==> src/rtl/key_event_queue.sv <==
// Key event queue: synchronises and debounces the keypad scanner's level-type
// key code and queues exactly one event per press in a 4-entry show-ahead FIFO.
module key_event_queue #(
  parameter int unsigned DEBOUNCE_CYCLES = 16,
  parameter int unsigned CNT_W           = 8
) (
  input  logic       in_clk,
  input  logic       reset,
  input  logic [3:0] scan_value,
  input  logic       scan_enable,
  input  logic       key_ready,
  input  logic       overflow_clr,
  output logic       key_valid,
  output logic [3:0] key_data,
  output logic [2:0] fifo_count,
  output logic       key_held,
  output logic       overflow
);

  localparam int unsigned KEY_W   = 4;
  localparam int unsigned DEPTH   = 4;
  localparam int unsigned PTR_W   = 2;
  localparam int unsigned COUNT_W = 3;

  localparam logic [CNT_W-1:0]   CNT_LAST = CNT_W'(DEBOUNCE_CYCLES - 1);
  localparam logic [COUNT_W-1:0] FULL     = COUNT_W'(DEPTH);

  typedef enum logic [1:0] {
    IDLE        = 2'd0,
    PRESS_DEB   = 2'd1,
    HELD        = 2'd2,
    RELEASE_DEB = 2'd3
  } state_t;

  logic [KEY_W-1:0] val_s1, val_s;
  logic             en_s1, en_s;

  state_t           state;
  logic [CNT_W-1:0] cnt;
  logic [KEY_W-1:0] cap;

  logic [DEPTH-1:0][KEY_W-1:0] mem;
  logic [PTR_W-1:0]            rd_ptr, wr_ptr;
  logic [COUNT_W-1:0]          count;

  logic push_c, pop_c, wr_en_c, drop_c;

  // Two-flop synchroniser for the scanner-domain code and enable
  always_ff @(posedge in_clk or negedge reset) begin
    if (!reset) begin
      val_s1 <= '0;
      val_s  <= '0;
      en_s1  <= 1'b0;
      en_s   <= 1'b0;
    end else begin
      val_s1 <= scan_value;
      val_s  <= val_s1;
      en_s1  <= scan_enable;
      en_s   <= en_s1;
    end
  end

  // A press is accepted on the last stable cycle of the press debounce window
  assign push_c = (state == PRESS_DEB) && en_s && (val_s == cap) && (cnt == CNT_LAST);

  // Press/release debounce FSM
  always_ff @(posedge in_clk or negedge reset) begin
    if (!reset) begin
      state <= IDLE;
      cnt   <= '0;
      cap   <= '0;
    end else begin
      case (state)
        IDLE: begin
          if (en_s) begin
            state <= PRESS_DEB;
            cap   <= val_s;
            cnt   <= '0;
          end
        end
        PRESS_DEB: begin
          if (!en_s || (val_s != cap)) begin
            state <= IDLE;
          end else if (cnt == CNT_LAST) begin
            state <= HELD;
          end else begin
            cnt <= cnt + CNT_W'(1);
          end
        end
        HELD: begin
          if (!en_s) begin
            state <= RELEASE_DEB;
            cnt   <= '0;
          end
        end
        RELEASE_DEB: begin
          if (en_s) begin
            state <= HELD;
          end else if (cnt == CNT_LAST) begin
            state <= IDLE;
          end else begin
            cnt <= cnt + CNT_W'(1);
          end
        end
        default: state <= IDLE;
      endcase
    end
  end

  // When full, a push only fits if the head leaves in the same cycle
  assign pop_c   = key_valid && key_ready;
  assign wr_en_c = push_c && ((count != FULL) || pop_c);
  assign drop_c  = push_c && (count == FULL) && !pop_c;

  always_ff @(posedge in_clk or negedge reset) begin
    if (!reset) begin
      mem      <= '0;
      rd_ptr   <= '0;
      wr_ptr   <= '0;
      count    <= '0;
      overflow <= 1'b0;
    end else begin
      if (wr_en_c) begin
        mem[wr_ptr] <= cap;
        wr_ptr      <= wr_ptr + PTR_W'(1);
      end
      if (pop_c) begin
        rd_ptr <= rd_ptr + PTR_W'(1);
      end
      case ({wr_en_c, pop_c})
        2'b10:   count <= count + COUNT_W'(1);
        2'b01:   count <= count - COUNT_W'(1);
        default: count <= count;
      endcase
      if (drop_c) begin
        overflow <= 1'b1;
      end else if (overflow_clr) begin
        overflow <= 1'b0;
      end
    end
  end

  assign key_valid  = (count != '0);
  assign key_data   = key_valid ? mem[rd_ptr] : '0;
  assign fifo_count = count;
  assign key_held   = (state == HELD) || (state == RELEASE_DEB);

endmodule

==> config.mk <==
export PLATFORM = sky130hd
export DESIGN_NAME = key_event_queue
export DESIGN_NICKNAME = d
export VERILOG_FILES = /design/src/rtl/key_event_queue.sv
export SDC_FILE = /design/constraint.sdc
export NUM_CORES = 1
export LEC_CHECK = 0
export CAP_MARGIN = 40
export CORE_UTILIZATION = 57
export CTS_CLUSTER_SIZE = 30
export DETAILED_ROUTE_END_ITERATION = 10
export PLACE_DENSITY = 0.78
export SYNTH_ARGS = -nofsm -noshare
export SYNTH_HDL_FRONTEND = slang
export SYNTH_SLANG_ARGS = --single-unit
==> constraint.sdc <==
create_clock -name in_clk -period 3.9 [get_ports in_clk]
set_clock_uncertainty 0.2 [all_clocks]
set_input_delay 0.78 -clock in_clk [delete_from_list [all_inputs] [get_ports in_clk]]
set_output_delay 0.78 -clock in_clk [all_outputs]
set_load 0.01 [all_outputs]
==> report_table.html <==
<table>
<tr><th>Metric</th><th>Value</th></tr>
<tr><th colspan="2">Synthesis</th></tr>
<tr><td>Share of the synthesized area in the top cell type</td><td>51.0%</td></tr>
<tr><td>Async set-or-reset flop fraction in the synthesized netlist</td><td>100%</td></tr>
<tr><td>Dominant cell by count in the synthesized netlist</td><td>sky130_fd_sc_hd__dfrtp_1</td></tr>
<tr><td>Number of distinct library cells after synthesis</td><td>46</td></tr>
<tr><td>Synth Warn #</td><td>0</td></tr>
<tr><td>Register bit count reported by yosys</td><td>48</td></tr>
<tr><td>Yosys top cell by area</td><td>sky130_fd_sc_hd__dfrtp_1</td></tr>
<tr><td>Net count after synthesis</td><td>214</td></tr>
<tr><td>Synthesized cell area</td><td>0.00235 mm²</td></tr>
<tr><td>Sequential share of the synthesized area</td><td>51.0%</td></tr>
<tr><td>Top cells by area, synth</td><td>sky130_fd_sc_hd__dfrtp_1 (51%), sky130_fd_sc_hd__mux2_2 (9.6%), sky130_fd_sc_hd__mux4_2 (3.8%)</td></tr>
<tr><td>Number of enable flip-flop cells after synthesis</td><td>0</td></tr>
<tr><td>Synth cell count leaders</td><td>sky130_fd_sc_hd__dfrtp_1 (48), sky130_fd_sc_hd__mux2_2 (20), sky130_fd_sc_hd__nand2_1 (14), sky130_fd_sc_hd__nand3_1 (12), sky130_fd_sc_hd__nand2b_1 (8)</td></tr>
<tr><td>Synthesized area per cell</td><td>11.8 µm²</td></tr>
<tr><td>Most instantiated flip-flop cell in the synthesis netlist</td><td>sky130_fd_sc_hd__dfrtp_1</td></tr>
<tr><td>Gate count of the mapped netlist</td><td>199</td></tr>
<tr><th colspan="2">Drt</th></tr>
<tr><td>Detailed Routing Iterations Pass 1</td><td>5</td></tr>
<tr><td>Total number of vias</td><td>1640</td></tr>
<tr><td>Routed length per instance</td><td>16.5 µm</td></tr>
<tr><td>Number of nets still failing antenna checks after routing</td><td>0</td></tr>
<tr><td>Ratio of routed vias to standard cells</td><td>6.19</td></tr>
<tr><td>Number of design rule violations left after detail routing</td><td>0</td></tr>
<tr><td>Detailed Route WL</td><td>4380 µm</td></tr>
<tr><td>Iteration-0 DRC Markers</td><td>121</td></tr>
<tr><th colspan="2">Clocking</th></tr>
<tr><td>TritonCTS clock tree</td><td>yes</td></tr>
<tr><td>CTS-repair resized insts</td><td>0</td></tr>
<tr><td>Clock slew at the register clock pins of the worst setup and hold paths</td><td>0.08 ns</td></tr>
<tr><td>Buffers inserted by post-CTS timing repair</td><td>0</td></tr>
<tr><td>Clk Latency, worst-skew pair</td><td>0.29 ns</td></tr>
<tr><td>Buffer depth of the longest clock path</td><td>2</td></tr>
<tr><td>H-Tree Depth</td><td>2</td></tr>
<tr><td>TritonCTS buffer count</td><td>5</td></tr>
<tr><td>Clk sinks</td><td>48</td></tr>
<tr><td>Post-CTS Hold Fix Bufs</td><td>0</td></tr>
<tr><td>Root buffer cell</td><td>sky130_fd_sc_hd__clkbuf_8</td></tr>
<tr><th colspan="2">Floorplanning</th></tr>
<tr><td>Die boundary height</td><td>66.3 µm</td></tr>
<tr><td>Initial cell density of the core</td><td>62.0%</td></tr>
<tr><td>Total core area</td><td>0.00380 mm²</td></tr>
<tr><td># IOs</td><td>19</td></tr>
<tr><td>Die Outline Area</td><td>0.00439 mm²</td></tr>
<tr><td>Total number of placement rows</td><td>22</td></tr>
<tr><td>Horiz. Die Dim</td><td>66.3 µm</td></tr>
<tr><th colspan="2">STA</th></tr>
<tr><td>Setup repair after global routing missed its margin</td><td>no</td></tr>
<tr><td>Final hold violation count</td><td>0</td></tr>
<tr><td>Hold WS</td><td>0.151 ns</td></tr>
<tr><td>Final setup TNS</td><td>0 ns</td></tr>
<tr><td>Tightest slew margin relative to the limit</td><td>59.2%</td></tr>
<tr><td>Max-slew violations</td><td>0</td></tr>
<tr><td>FMAX</td><td>307 MHz</td></tr>
<tr><td>Worst-margin pin slew</td><td>0.611 ns</td></tr>
<tr><td>Final worst-path cycle share</td><td>83.6%</td></tr>
<tr><td>Final critical-path required period</td><td>3.26 ns</td></tr>
<tr><td>Final-report setup violation count</td><td>0</td></tr>
<tr><th colspan="2">Placed design</th></tr>
<tr><td>Placer's final routability congestion estimate</td><td>0.777</td></tr>
<tr><td>HPWL after detailed placement</td><td>3190 µm</td></tr>
<tr><td>Number of port buffers</td><td>18</td></tr>
<tr><th colspan="2">Power and ir drop</th></tr>
<tr><td>Total power after layout</td><td>1.17 mW</td></tr>
<tr><td>Net switching power figure</td><td>0.363 mW</td></tr>
<tr><td>Cell internal power dissipation</td><td>0.804 mW</td></tr>
<tr><td>Combinational power share</td><td>23.1%</td></tr>
<tr><td>Clock Power Share</td><td>23.5%</td></tr>
<tr><td>Max VDD drop</td><td>0.249 mV</td></tr>
<tr><td>Pwr Density</td><td>440 mW/mm²</td></tr>
<tr><td>Portion of total power attributed to sequential cells</td><td>53.4%</td></tr>
<tr><td>Switching power as a share of total power</td><td>31.1%</td></tr>
<tr><td>Leakage</td><td>1.17 nW</td></tr>
<tr><th colspan="2">Worst setup path</th></tr>
<tr><td>Largest delay contributor family on the critical path</td><td>simple AND/OR/NAND/NOR gates</td></tr>
<tr><td>Critical-path cell with the highest stage delay</td><td>sky130_fd_sc_hd__or4b_4</td></tr>
<tr><td>Buffers &amp; Inverters on Critical Path</td><td>1</td></tr>
<tr><td>Ordered cell list for the critical path</td><td>ha_1, nand3_1, or4b_4, nor3_1, nor2_1, fa_1, inv_1, o31ai_1, a211o_1</td></tr>
<tr><td>Worst Path Arrival</td><td>3.29 ns</td></tr>
<tr><td>Critical path fanouts, max</td><td>12</td></tr>
<tr><td>Data required, critical path</td><td>3.93 ns</td></tr>
<tr><td>Category of the critical setup timing path</td><td>reg -&gt; reg</td></tr>
<tr><td>Critical path capture point type</td><td>flip-flop</td></tr>
<tr><td>Crit start category</td><td>flip-flop</td></tr>
<tr><td>Worst stage delay on the critical path</td><td>0.63 ns</td></tr>
<tr><th colspan="2">Run</th></tr>
<tr><td>Max_cap viols</td><td>0</td></tr>
<tr><th colspan="2">GRT</th></tr>
<tr><td>Largest net degree at the start of global routing</td><td>39</td></tr>
<tr><td>Wire length of the first global-routing pass</td><td>7900 µm</td></tr>
<tr><td>Number of global-route vias before repair</td><td>1665</td></tr>
<tr><td>Aggregate global routing overflow</td><td>0</td></tr>
<tr><td>Number of antenna violations at the first check in global routing</td><td>0</td></tr>
<tr><td>GRT Resource Usage Total</td><td>24.5%</td></tr>
<tr><th colspan="2">Layout</th></tr>
<tr><td>Fraction of final layout cells sized beyond drive strength 1</td><td>18.0%</td></tr>
<tr><td>Final nets</td><td>232</td></tr>
<tr><td>N_diodes</td><td>0</td></tr>
<tr><td>Fill cells</td><td>281</td></tr>
<tr><td>Final core utilization</td><td>69.8%</td></tr>
<tr><td>Area overhead of the layout relative to synthesis</td><td>12.7%</td></tr>
<tr><th colspan="2">Min path</th></tr>
<tr><td>Hold Path Class</td><td>reg -&gt; reg</td></tr>
<tr><th colspan="2">Status</th></tr>
<tr><td>Run status</td><td>finished clean</td></tr>
</table>
[layer usage]
metal  up-vias  global-route usage [%]  share of wire, %
met4         0                    9.57               2.2
met3        16                    4.31               4.4
li1        755                       -                 -
met1       812                    32.0                44
met2        57                    40.4                49
met5         -                       0                 0
[cell type report]
cell class | count | area (µm²) | area share (%)
Timing Repair Buffer | 19 | 195 | 7.36
Inverter | 7 | 26.3 | 0.991
Sequential cell | 48 | 1200 | 45.3
Clock inverter | 2 | 12.5 | 0.472
Clock buffer | 5 | 68.8 | 2.59
Tap cell | 48 | 60.1 | 2.26
Multi-Input combinational cell | 136 | 1090 | 41.0
[sequential cells by signal, indices dropped and copies added (netlist names)]
| name | cells |
|---|---|
| wr_ptr | 2 |
| rd_ptr | 2 |
| cnt | 8 |
| cap | 4 |
| state | 2 |
| overflow | 1 |
| fifo_count | 3 |
| en_s | 1 |
| en_s1 | 1 |
| val_s1 | 4 |
| mem | 16 |
| val_s | 4 |
[worst register-to-register path, stage by stage (launching register included)]
cell and delay (ns):
sky130_fd_sc_hd__dfrtp_1 0.42, sky130_fd_sc_hd__ha_1 0.21, sky130_fd_sc_hd__nand3_1 0.20, sky130_fd_sc_hd__or4b_4 0.63
sky130_fd_sc_hd__nor3_1 0.37, sky130_fd_sc_hd__nor2_1 0.12, sky130_fd_sc_hd__fa_1 0.55, sky130_fd_sc_hd__inv_1 0.06
sky130_fd_sc_hd__o31ai_1 0.30, sky130_fd_sc_hd__a211o_1 0.15
[logic make-up (layout without fill, tap and decap cells)]
family          after synthesis  count (layout)  share of synthesized area, %
compound gates               31              31                          9.57
xor+xnor                      7               7                          2.61
fa+ha+maj                     6               6                          3.51
buf+inv                      15              33                          2.71
flops                        48              48                          51.0
mux                          25              25                          13.8
simple gates                 67              67                          16.7
[worst paths after layout]
path / slack (ns) / cells past startpoint / to / from
max in group asynchronous: 2.86 / 2 / cnt[5]$_DFFE_PN0P_ / reset
min: 0.15 / 0 / en_s$_DFF_PN0_ / en_s1$_DFF_PN0_
max reg2reg: 0.64 / 9 / fifo_count[1]$_DFFE_PN0P_ / cnt[0]$_DFFE_PN0P_
max: 0.64 / 9 / fifo_count[1]$_DFFE_PN0P_ / cnt[0]$_DFFE_PN0P_
min reg2reg: 0.15 / 0 / en_s$_DFF_PN0_ / en_s1$_DFF_PN0_
min in group asynchronous: 0.16 / 1 / wr_ptr[1]$_DFFE_PN0P_ / reset
[power groups by stage]
stage | registers [mW] | logic, mW | clock network, mW
2_1_floorplan | 0.603 | 0.190 | 0
5_1_grt | 0.635 | 0.297 | 0.302
3_3_place_gp | 0.629 | 0.253 | 0
3_5_place_dp | 0.633 | 0.266 | 0
4_1_cts | 0.623 | 0.268 | 0.286
6_report | 0.623 | 0.269 | 0.274
[per-stage QoR]
stage               setup WS (ns)  area, µm²  std cells
global placement            0.882       2550        257
finish                      0.641       2650        265
CTS                         0.708       2650        265
floorplan                   0.871       2350        199
detailed placement          0.722       2570        258
global route                0.460       2650        265
[cell usage in the layout (no fill, tap or decap), types with 5 or more instances in the layout]
master and instances:
sky130_fd_sc_hd__ha_1 5, sky130_fd_sc_hd__dfrtp_1 48, sky130_fd_sc_hd__nand3_1 12, sky130_fd_sc_hd__nand2_1 14, sky130_fd_sc_hd__mux2_2 20, sky130_fd_sc_hd__clkbuf_8 5, sky130_fd_sc_hd__inv_1 7, sky130_fd_sc_hd__clkdlybuf4s50_1 17
sky130_fd_sc_hd__nor2_1 7, sky130_fd_sc_hd__o21ai_0 7, sky130_fd_sc_hd__nand2b_1 8
Power figures use the tool's default switching activity.
